--- src/rtl/frame_scheduler_pkg.sv ---
// Shared types for the frame scheduler: FSM states and coordinate format.
package frame_scheduler_pkg;

    localparam int COORD_FRAC  = 20;
    localparam int COORD_W_DEF = 27;
    localparam int ROW_W       = 10;

    typedef logic signed [COORD_W_DEF-1:0] coord_t;

    typedef enum logic [1:0] {
        S_IDLE,
        S_DISPATCH,
        S_DRAIN,
        S_DONE
    } state_t;

endpackage

--- src/rtl/frame_scheduler_rr_arbiter.sv ---
// Round-robin pick: first eligible requester at or above ptr, wrapping past N-1.
module rr_arbiter #(
    parameter int N  = 10,
    parameter int PW = (N > 1) ? $clog2(N) : 1
) (
    input  logic [N-1:0]  eligible,
    input  logic [PW-1:0] ptr,
    output logic [N-1:0]  winner,
    output logic [PW-1:0] index,
    output logic          any
);

    logic [PW:0]   sum;
    logic [PW-1:0] j;

    always_comb begin
        winner = '0;
        index  = '0;
        any    = 1'b0;
        sum    = '0;
        j      = '0;
        for (int k = 0; k < N; k++) begin
            // ptr < N and k < N, so one conditional subtract performs the wrap
            sum = {1'b0, ptr} + (PW+1)'(k);
            if (sum >= (PW+1)'(N))
                sum = sum - (PW+1)'(N);
            j = sum[PW-1:0];
            if (!any && eligible[j]) begin
                any       = 1'b1;
                index     = j;
                winner[j] = 1'b1;
            end
        end
    end

endmodule

--- src/rtl/frame_scheduler.sv ---
// Dispatches the rows of one frame to idle solvers, one grant per cycle,
// tracks outstanding rows and times the frame.
module frame_scheduler
    import frame_scheduler_pkg::*;
#(
    parameter int NUM_SOLVERS = 10,
    parameter int WIDTH       = 640,
    parameter int HEIGHT      = 480,
    parameter int COORD_W     = COORD_W_DEF
) (
    input  logic                      clock,
    input  logic                      reset_n,
    input  logic                      start,
    input  logic                      abort,
    input  logic signed [COORD_W-1:0] min_x,
    input  logic signed [COORD_W-1:0] min_y,
    input  logic signed [COORD_W-1:0] dx,
    input  logic signed [COORD_W-1:0] dy,
    input  logic [NUM_SOLVERS-1:0]    req,
    input  logic [NUM_SOLVERS-1:0]    row_done,
    output logic [NUM_SOLVERS-1:0]    grant,
    output logic [ROW_W-1:0]          job_row,
    output logic signed [COORD_W-1:0] job_x0,
    output logic signed [COORD_W-1:0] job_y,
    output logic signed [COORD_W-1:0] job_dx,
    output logic                      busy,
    output logic                      frame_done,
    output logic [31:0]               solve_time,
    output logic                      protocol_err
);

    localparam int PW = $clog2(NUM_SOLVERS);

    if (NUM_SOLVERS < 2 || NUM_SOLVERS > 32 || HEIGHT < 1 || HEIGHT > 1023 || WIDTH < 1) begin : g_bad_param
        $error("frame_scheduler: parameter out of range");
    end

    state_t                    state, next_state;
    logic [ROW_W-1:0]          next_row;
    logic signed [COORD_W-1:0] y_acc, win_x, win_dx, win_dy;
    logic [NUM_SOLVERS-1:0]    outstanding, eligible, winner;
    logic [PW-1:0]             rr_ptr, win_idx;
    logic                      win_any, accept, do_grant, last_row, bad_done;

    assign eligible = req & ~outstanding;
    assign last_row = (next_row == ROW_W'(HEIGHT - 1));
    assign bad_done = (state != S_IDLE) && |(row_done & ~outstanding);

    rr_arbiter #(.N(NUM_SOLVERS), .PW(PW)) u_arb (
        .eligible (eligible),
        .ptr      (rr_ptr),
        .winner   (winner),
        .index    (win_idx),
        .any      (win_any)
    );

    always_ff @(posedge clock or negedge reset_n) begin
        if (!reset_n) state <= S_IDLE;
        else          state <= next_state;
    end

    always_comb begin
        next_state = state;
        accept     = 1'b0;
        do_grant   = 1'b0;
        case (state)
            S_IDLE: if (start) begin
                accept     = 1'b1;
                next_state = S_DISPATCH;
            end
            S_DISPATCH: if (win_any) begin
                do_grant = 1'b1;
                if (last_row) next_state = S_DRAIN;
            end
            // dones arriving this cycle count as already retired
            S_DRAIN: if ((outstanding & ~row_done) == '0) next_state = S_DONE;
            S_DONE: next_state = S_IDLE;
            default: next_state = S_IDLE;
        endcase
        if (abort) begin
            next_state = S_IDLE;
            accept     = 1'b0;
            do_grant   = 1'b0;
        end
    end

    always_ff @(posedge clock or negedge reset_n) begin
        if (!reset_n) begin
            grant        <= '0;
            job_row      <= '0;
            job_x0       <= '0;
            job_y        <= '0;
            job_dx       <= '0;
            busy         <= 1'b0;
            frame_done   <= 1'b0;
            solve_time   <= '0;
            protocol_err <= 1'b0;
            next_row     <= '0;
            y_acc        <= '0;
            win_x        <= '0;
            win_dx       <= '0;
            win_dy       <= '0;
            outstanding  <= '0;
            rr_ptr       <= '0;
        end else begin
            grant      <= '0;
            frame_done <= (state == S_DONE) && !abort;
            // busy stays up through the frame_done cycle
            busy       <= (next_state != S_IDLE) || ((state == S_DONE) && !abort);

            if (accept)
                solve_time <= '0;
            else if (busy && solve_time != 32'hFFFF_FFFF)
                solve_time <= solve_time + 32'd1;

            if (bad_done) protocol_err <= 1'b1;

            if (accept || abort)
                outstanding <= '0;
            else if (state != S_IDLE)
                outstanding <= (outstanding & ~row_done) | (do_grant ? winner : '0);

            if (accept) begin
                win_x    <= min_x;
                win_dx   <= dx;
                win_dy   <= dy;
                y_acc    <= min_y;
                next_row <= '0;
                rr_ptr   <= '0;
            end else if (do_grant) begin
                grant    <= winner;
                job_row  <= next_row;
                job_y    <= y_acc;
                job_x0   <= win_x;
                job_dx   <= win_dx;
                next_row <= next_row + ROW_W'(1);
                y_acc    <= y_acc + win_dy;
                rr_ptr   <= (win_idx == PW'(NUM_SOLVERS - 1)) ? '0 : win_idx + PW'(1);
            end
        end
    end

endmodule

--- config.mk ---
export PLATFORM = sky130hd
export DESIGN_NAME = frame_scheduler
export DESIGN_NICKNAME = d
export VERILOG_FILES = /design/src/rtl/frame_scheduler_pkg.sv /design/src/rtl/frame_scheduler_rr_arbiter.sv /design/src/rtl/frame_scheduler.sv
export SDC_FILE = /design/constraint.sdc
export NUM_CORES = 1
export LEC_CHECK = 0
export ABC_AREA = 1
export BUFFER_PORTS_ARGS = -buffer_cell sky130_fd_sc_hd__buf_2
export CORE_MARGIN = 2
export CORE_UTILIZATION = 46
export CTS_CLUSTER_DIAMETER = 200
export CTS_CLUSTER_SIZE = 12
export DETAILED_ROUTE_END_ITERATION = 10
export PLACE_DENSITY_LB_ADDON = 0.12
export SLEW_MARGIN = 20
export SYNTH_ARGS = -nofsm -noshare
export SYNTH_HDL_FRONTEND = slang
export SYNTH_SLANG_ARGS = --single-unit
--- constraint.sdc ---
create_clock -name clock -period 4.75 [get_ports clock]
set_input_delay 0 -clock clock [delete_from_list [all_inputs] [get_ports clock]]
set_output_delay 0 -clock clock [all_outputs]
set_load 0.03 [all_outputs]
# [Word level (Yosys, flattened, before mapping)]
# Index checks and enable logic that the tools add are counted.
[classes] add_sub_neg=23 order_cmp=30 eq_ne=6 mux=105 n_bitwise=16 n_reduce_logical=43
[op_table] cell="$mux 10" count=16
[op_table] cell="$or 10x10->10" count=10
[op_table] cell="$mux 4" count=23
[op_table] cell="$mux 32" count=2
[op_table] cell="$mux 27" count=2
[op_table] cell="$lt 4x5->1 const B" count=10
[op_table] cell="$ge 5x4->1 const B" count=9
[op_table] cell="$bmux 1 s4" count=10
[op_table] cell="$demux 1 s4" count=10
[op_table] cell="$ge 4x1->1 const B" count=10
[op_table] cell="$sub 4x4->4 const B" count=10
[op_table] cell="$mux 1" count=36
[op_table] cell="$add 32x1->32 const B" count=1
[op_table] cell="$ne 32x32->1 const B" count=1
[op_table] cell="$and 10x10->10" count=3
[op_table] cell="$add 27x27->27" count=1
[op_table] cell="$logic_and 1x1->1" count=22
[op_table] cell="$add 4x3->5 const B" count=4
[op_table] cell="$not 10->10" count=2
[op_table] cell="$add 10x1->10 const B" count=1
[op_table] cell="$add 4x2->5 const B" count=2
[op_table] cell="$add 4x4->5 const B" count=2
[op_table] cell="$eq 10x9->1 const B" count=1
[op_table] cell="$logic_not 1->1" count=10
[op_table] cell="15 further kinds" count=25
[word_totals] ff_bits=270 in_bits=132 out_inout_bits=136 word_cells=240

# [Longest topological paths before layout]
[logic_depth] word_depth=39 ltp_mapped=34 ltp_nobuf=30

# [Hierarchy]
# Synthesis repeated with hierarchy kept, for this count alone.
[unflattened] hier_cells=2476 area_unflattened_um2=16987.5
[modules_own_cells] mod="frame_scheduler" n_inst=1 cells_per_inst=1801 area_each_um2=13604.3 seq_area_each_um2=6756.5
[modules_own_cells] mod="rr_arbiter" n_inst=1 cells_per_inst=675 area_each_um2=3383.2 seq_area_each_um2=0.0

# [Worst setup path before layout]
# OpenSTA, ideal clock, no wires.
[synth_timing] path_kind="flip-flop to flip-flop" start="reg rr_ptr[0]" end="reg rr_ptr[3]" setup_ns=0.076 arrival_time_ns=4.228 t_required_ns=4.674 slack_ns=0.446 stages_incl_launch_ff=31 path_buffers=5 synth_period_minus_slack_ns=4.304 cell_sequence="dfrtp_1 > buf_4 > inv_2 > clkbuf_1 > clkbuf_1 > ha_1 > buf_2 > clkinv_1 > ha_1 > nand3_2 > nand2_1 > nand2_1 > nand2_2 > nand2_1 > nand3_1 > nand4_2 > nor2_1 > buf_2 > nor2_1 > nand2_1 > nand2_1 > o21ai_0 > nor2_1 > o22ai_1 > o22ai_1 > o21ai_1 > inv_1 > ha_1 > nand2_1 > nand2_2 > o21ai_1"
[synth_via] elab_chain_cells=36 word_cells_on_any_way=106 classes_between="20 x add/sub; 10 x order compare; 1 x eq/ne; 56 x mux; 19 x reduce/logical"
[synth_lines] item="start, declared" line="frame_scheduler.sv:42" source="logic [PW-1:0] rr_ptr, win_idx;"
[synth_lines] item="start signal, assigned" line="frame_scheduler.sv:138" source="rr_ptr <= (win_idx == PW'(NUM_SOLVERS - 1)) ? '0 : win_idx + PW'(1);"
[synth_lines] item="branches (longest 36 deep; another with $add 4x1->5)"
# Several ways; the timed one is not identified. The select of a mux whose other input is x is not followed.
# A chain may end at the register's enable or synchronous reset.

# [Worst setup path in the final report]
[layout_timing] start="reg rr_ptr[2]" end="reg rr_ptr[0]"
# Same word-level chain as after synthesis.

==> results.md <==
* H-tree Lvls at 1
* Largest fanout on the critical path at 14
* Classification of the worst-slack hold path: in2async
* Post-synth net total at 2416
* Source of the critical timing path: rr_ptr[2]
* Die Y at 191 um
* Source-to-sink clock delay at the later pin of the worst-skew pair at 0.55 ns
* Post-synthesis simple-gate area fraction at 34.1%
* Critical path arrival at 4.94 ns
* Nets@finish at 2782
* Layout filler cell count at 3269
* Result of the run: complete, no violations
* Share of synthesized area spent on multiplexers at 0%
* Worst Path Required at 5.22 ns
* Final wirelength at 48500 um
* Type of element launching the critical path: register
* Number of synthesized register bits at 270
* Largest area contributor in the netlist: sky130_fd_sc_hd__dfrtp_1
* Io pins at 268
* Total track usage at 26.5%
* Maximum vdd drop at 314 uV
* CTS clk-pin slew, worst paths at 0.07 ns
* Average wire length per cell after detail routing at 15.9 um
* Area inside the core boundary at 34500 um^2
* Adder and majority gate portion of the synthesized area at 4.23%
* Portion of synthesized cell area occupied by the leading cell type at 42.1%
* Syn Area/Cell at 7.19 um^2
* Number of CTS-inserted buffers at 26
* Dominant delay contributor by cell family on the critical path: compound AO/OA/AOI/OAI gates
* Number of buffers inserted by post-CTS setup repair at 0
* Number of violations of the max-capacitance limit at 0
* Area overhead of the layout relative to synthesis at 22.8%
* Number of violations reported at the end of detailed-routing iteration 0 at 1334
* Root Driver: sky130_fd_sc_hd__clkbuf_16
* Setup TNS at 0 ns
* Category of the worst setup path capture point: register
* Setup Crit Path Kind: reg2reg
* Final setup violating endpoints at 0
* Most numerous cell types in the synthesized netlist: sky130_fd_sc_hd__nand2_1, sky130_fd_sc_hd__dfrtp_1, sky130_fd_sc_hd__inv_1
* Final standard cell count with taps included and fillers excluded at 3054
* Pin count of the biggest net entering global routing at 129
* Crit path buf inv count at 2
* Routed via count divided by cell count at 5.22
* Clock period minus worst slack at 4.47 ns
* Clk_skew at 0.0193 ns
* Ys flop type: sky130_fd_sc_hd__dfrtp_1
* Count of final hold-check violations at 0
* Critical-path top delay cell: sky130_fd_sc_hd__dfrtp_2
* Number of synthesized flops with an enable pin at 0
* Synthesized instance count at 2231
* Main combinational cell family by area after synthesis: simple AND/OR/NAND/NOR gates
* Die width at 191 um
* Placed wire-length estimate after detailed placement at 34600 um
* Dominant cell by count in the synthesized netlist: sky130_fd_sc_hd__nand2_1
* Synthesized-area fraction occupied by ao, oa, aoi and oai cells at 9.61%
* Post-route DRC violation count at 0
* Starting density of the core at 46.6%
* Parity-gate share of the synthesized area counting xor and xnor cells at 1.93%
* Series of cell instances along the critical path: inv_4 -> ha_1 -> ha_1 -> inv_1 -> a21oi_1 -> a21oi_1 -> nor2_2 -> o21ai_0 -> o21ai_0 -> a31oi_2 -> nor2_4 -> nand2_1 -> nand4_1 -> o21ai_1 -> nand2_1 -> ha_1 -> nand2_1 -> nand2_2 -> o21ai_1
* Buffers from clock root to sink, at most at 3
* Worst Max-Slew Pin Slew at 1.09 ns
* FMAX at 0.224 GHz
* Global placement routability congestion at 0.976
* Number of antenna violations at the first check in global routing at 3
* Vias in the first global route at 15.1k
* Count of input and output buffers at 267
* Number of distinct library cell variants in the gate-level netlist after synthesis at 58
* Die Footprint at 36400 um^2
* Antenna Violating Nets Remaining at 0
* Setup repair after global routing missed its margin: false
* Global-route wire length before repair at 78100 um
* Layout cell share with drive strength beyond 1 at 15.5%
* Share of async-settable or async-resettable flops after synthesis at 100%
* Pwr Total at 11.5 mW
* Startpoint of the worst-slack reg-to-reg timing path: rr_ptr[2]
* Sequential area share after synthesis at 42.1%
* Ranking of synthesized cells by area: sky130_fd_sc_hd__dfrtp_1, sky130_fd_sc_hd__nand2_1, sky130_fd_sc_hd__inv_1
* Detailed-route via count at 15.9k
* Placement Rows at 68
* Delay contributed by the slowest stage of the critical path at 0.60 ns
* Final clock period utilization by the worst path at 94.1%
* Yosys warning count at 0
* Power density cells at 584 nW/um^2
* Number of placed instances with taps included at 2902
* Drt first pass iters at 7
* Utilization after layout at 57.2%
* Slew Limit Fails at 0
* Clk sink count at 270
* Post-synth design cell area at 16000 um^2
* Relative slew slack at 26.9%
* Overflow left after global routing at 0
* TritonCTS clock tree: yes
* Leak pwr at 10.5 nW
[report_power, final]
part | leakage, nW | total (mW) | switching (mW) | internal (mW)
Combinational | 6.66 | 6.46 | 4.51 | 1.95
Sequential | 3.48 | 3.23 | 0.369 | 2.86
Clock | 0.336 | 1.83 | 0.862 | 0.972
[final cells by class]
| cell class | count | area [um^2] | area share [%] |
|---|---|---|---|
| repair buffers | 416 | 2810 | 14.2 |
| diodes | 2 | 5.00 | 0.0254 |
| clock inverters | 2 | 38.8 | 0.197 |
| multi-input cells | 1654 | 8020 | 40.7 |
| well taps | 455 | 569 | 2.89 |
| flip-flops and latches | 270 | 6760 | 34.3 |
| clock buffers | 26 | 651 | 3.30 |
| inverters | 229 | 866 | 4.39 |
[routing by layer]
metal	vias to the layer above	wire length, um	track usage [%]
met5	-	13	0
met4	2	1080	6.68
met3	81	3660	5.94
met2	565	22300	43.0
met1	7441	21500	35.9
li1	7847	-	-
[cells by family (layout without fill, tap and decap cells)]
kind of cell               Yosys count  after routing
DFF                                270            270
and+or+nand+nor                   1301           1301
AOI/OAI and AO/OA                  268            268
buffers and inverters              307            673
xor gates and xnor gates            32             32
other                                0              2
adders and majority gates           53             53
[worst reg2reg max path, cell delays in order, from the launching register on]
cell,delay [ns]
sky130_fd_sc_hd__dfrtp_2,0.60
sky130_fd_sc_hd__inv_4,0.14
sky130_fd_sc_hd__ha_1,0.23
sky130_fd_sc_hd__ha_1,0.33
sky130_fd_sc_hd__inv_1,0.23
sky130_fd_sc_hd__a21oi_1,0.11
sky130_fd_sc_hd__a21oi_1,0.38
sky130_fd_sc_hd__nor2_2,0.13
sky130_fd_sc_hd__o21ai_0,0.09
sky130_fd_sc_hd__o21ai_0,0.11
sky130_fd_sc_hd__a31oi_2,0.44
sky130_fd_sc_hd__nor2_4,0.11
sky130_fd_sc_hd__nand2_1,0.37
sky130_fd_sc_hd__nand4_1,0.25
sky130_fd_sc_hd__o21ai_1,0.18
sky130_fd_sc_hd__nand2_1,0.14
sky130_fd_sc_hd__ha_1,0.22
sky130_fd_sc_hd__nand2_1,0.07
sky130_fd_sc_hd__nand2_2,0.07
sky130_fd_sc_hd__o21ai_1,0.18
[cell usage in the layout (no fill, tap or decap), types with 4 or more instances in the layout]
cell,instances
sky130_fd_sc_hd__a21o_1,4
sky130_fd_sc_hd__a21oi_1,74
sky130_fd_sc_hd__buf_2,266
sky130_fd_sc_hd__buf_4,24
sky130_fd_sc_hd__clkbuf_16,26
sky130_fd_sc_hd__dfrtp_1,269
sky130_fd_sc_hd__dlygate4sd3_1,122
sky130_fd_sc_hd__ha_1,51
sky130_fd_sc_hd__inv_1,211
sky130_fd_sc_hd__inv_2,13
sky130_fd_sc_hd__nand2_1,834
sky130_fd_sc_hd__nand2_2,15
sky130_fd_sc_hd__nand3_1,149
sky130_fd_sc_hd__nand3_2,10
sky130_fd_sc_hd__nand4_1,37
sky130_fd_sc_hd__nor2_1,176
sky130_fd_sc_hd__nor2_2,7
sky130_fd_sc_hd__nor2_4,4
sky130_fd_sc_hd__nor3_1,48
sky130_fd_sc_hd__nor4_1,8
sky130_fd_sc_hd__o211ai_1,14
sky130_fd_sc_hd__o21a_1,6
sky130_fd_sc_hd__o21ai_0,77
sky130_fd_sc_hd__o21ai_1,53
sky130_fd_sc_hd__o21ai_2,5
sky130_fd_sc_hd__o221ai_1,6
sky130_fd_sc_hd__o22ai_1,6
sky130_fd_sc_hd__o31ai_2,4
sky130_fd_sc_hd__xnor2_1,12
sky130_fd_sc_hd__xor2_1,16
[final timing paths]
kind / to / slack [ns] / cells after the start
worst max-delay path: rr_ptr[0] / 0.28 / 19
worst min-delay path: frame_done / 0.08 / 2
worst max register to register: rr_ptr[0] / 0.28 / 19
worst min register to register: job_x0[2] / 0.46 / 2
max in group asynchronous: y_acc[0] / 3.46 / 3
min in group clock: win_x[8] / 0.18 / 4
[per-stage QoR]
step | hold slack (ns) | setup WS [ns] | cell area [um^2]
after floorplan | -0.296 | 0.446 | 16000
after global placement | 0.0882 | 0.149 | 17800
after detailed placement | 0.0873 | 0.156 | 17800
after CTS | 0.155 | 0.127 | 19700
after global routing | 0.172 | 0.00600 | 19700
final | 0.0847 | 0.279 | 19700
[sequential cells by signal, indices dropped and copies added, names as in the netlist]
register      cells
job_dx           27
job_y            27
busy              1
job_row          10
grant            10
win_dx           27
protocol_err      1
win_x            27
y_acc            27
rr_ptr            4
solve_time       32
job_x0           27
next_row         10
win_dy           27
outstanding      10
state             2
frame_done        1
[what timing repair did]
action	CTS	global route
hold endpoints to repair	216	0
gates resized for setup	0	1
endpoints found under the setup margin	0	18
hold buffers	122	0
Note: power is estimated with default switching activity, not from simulation.
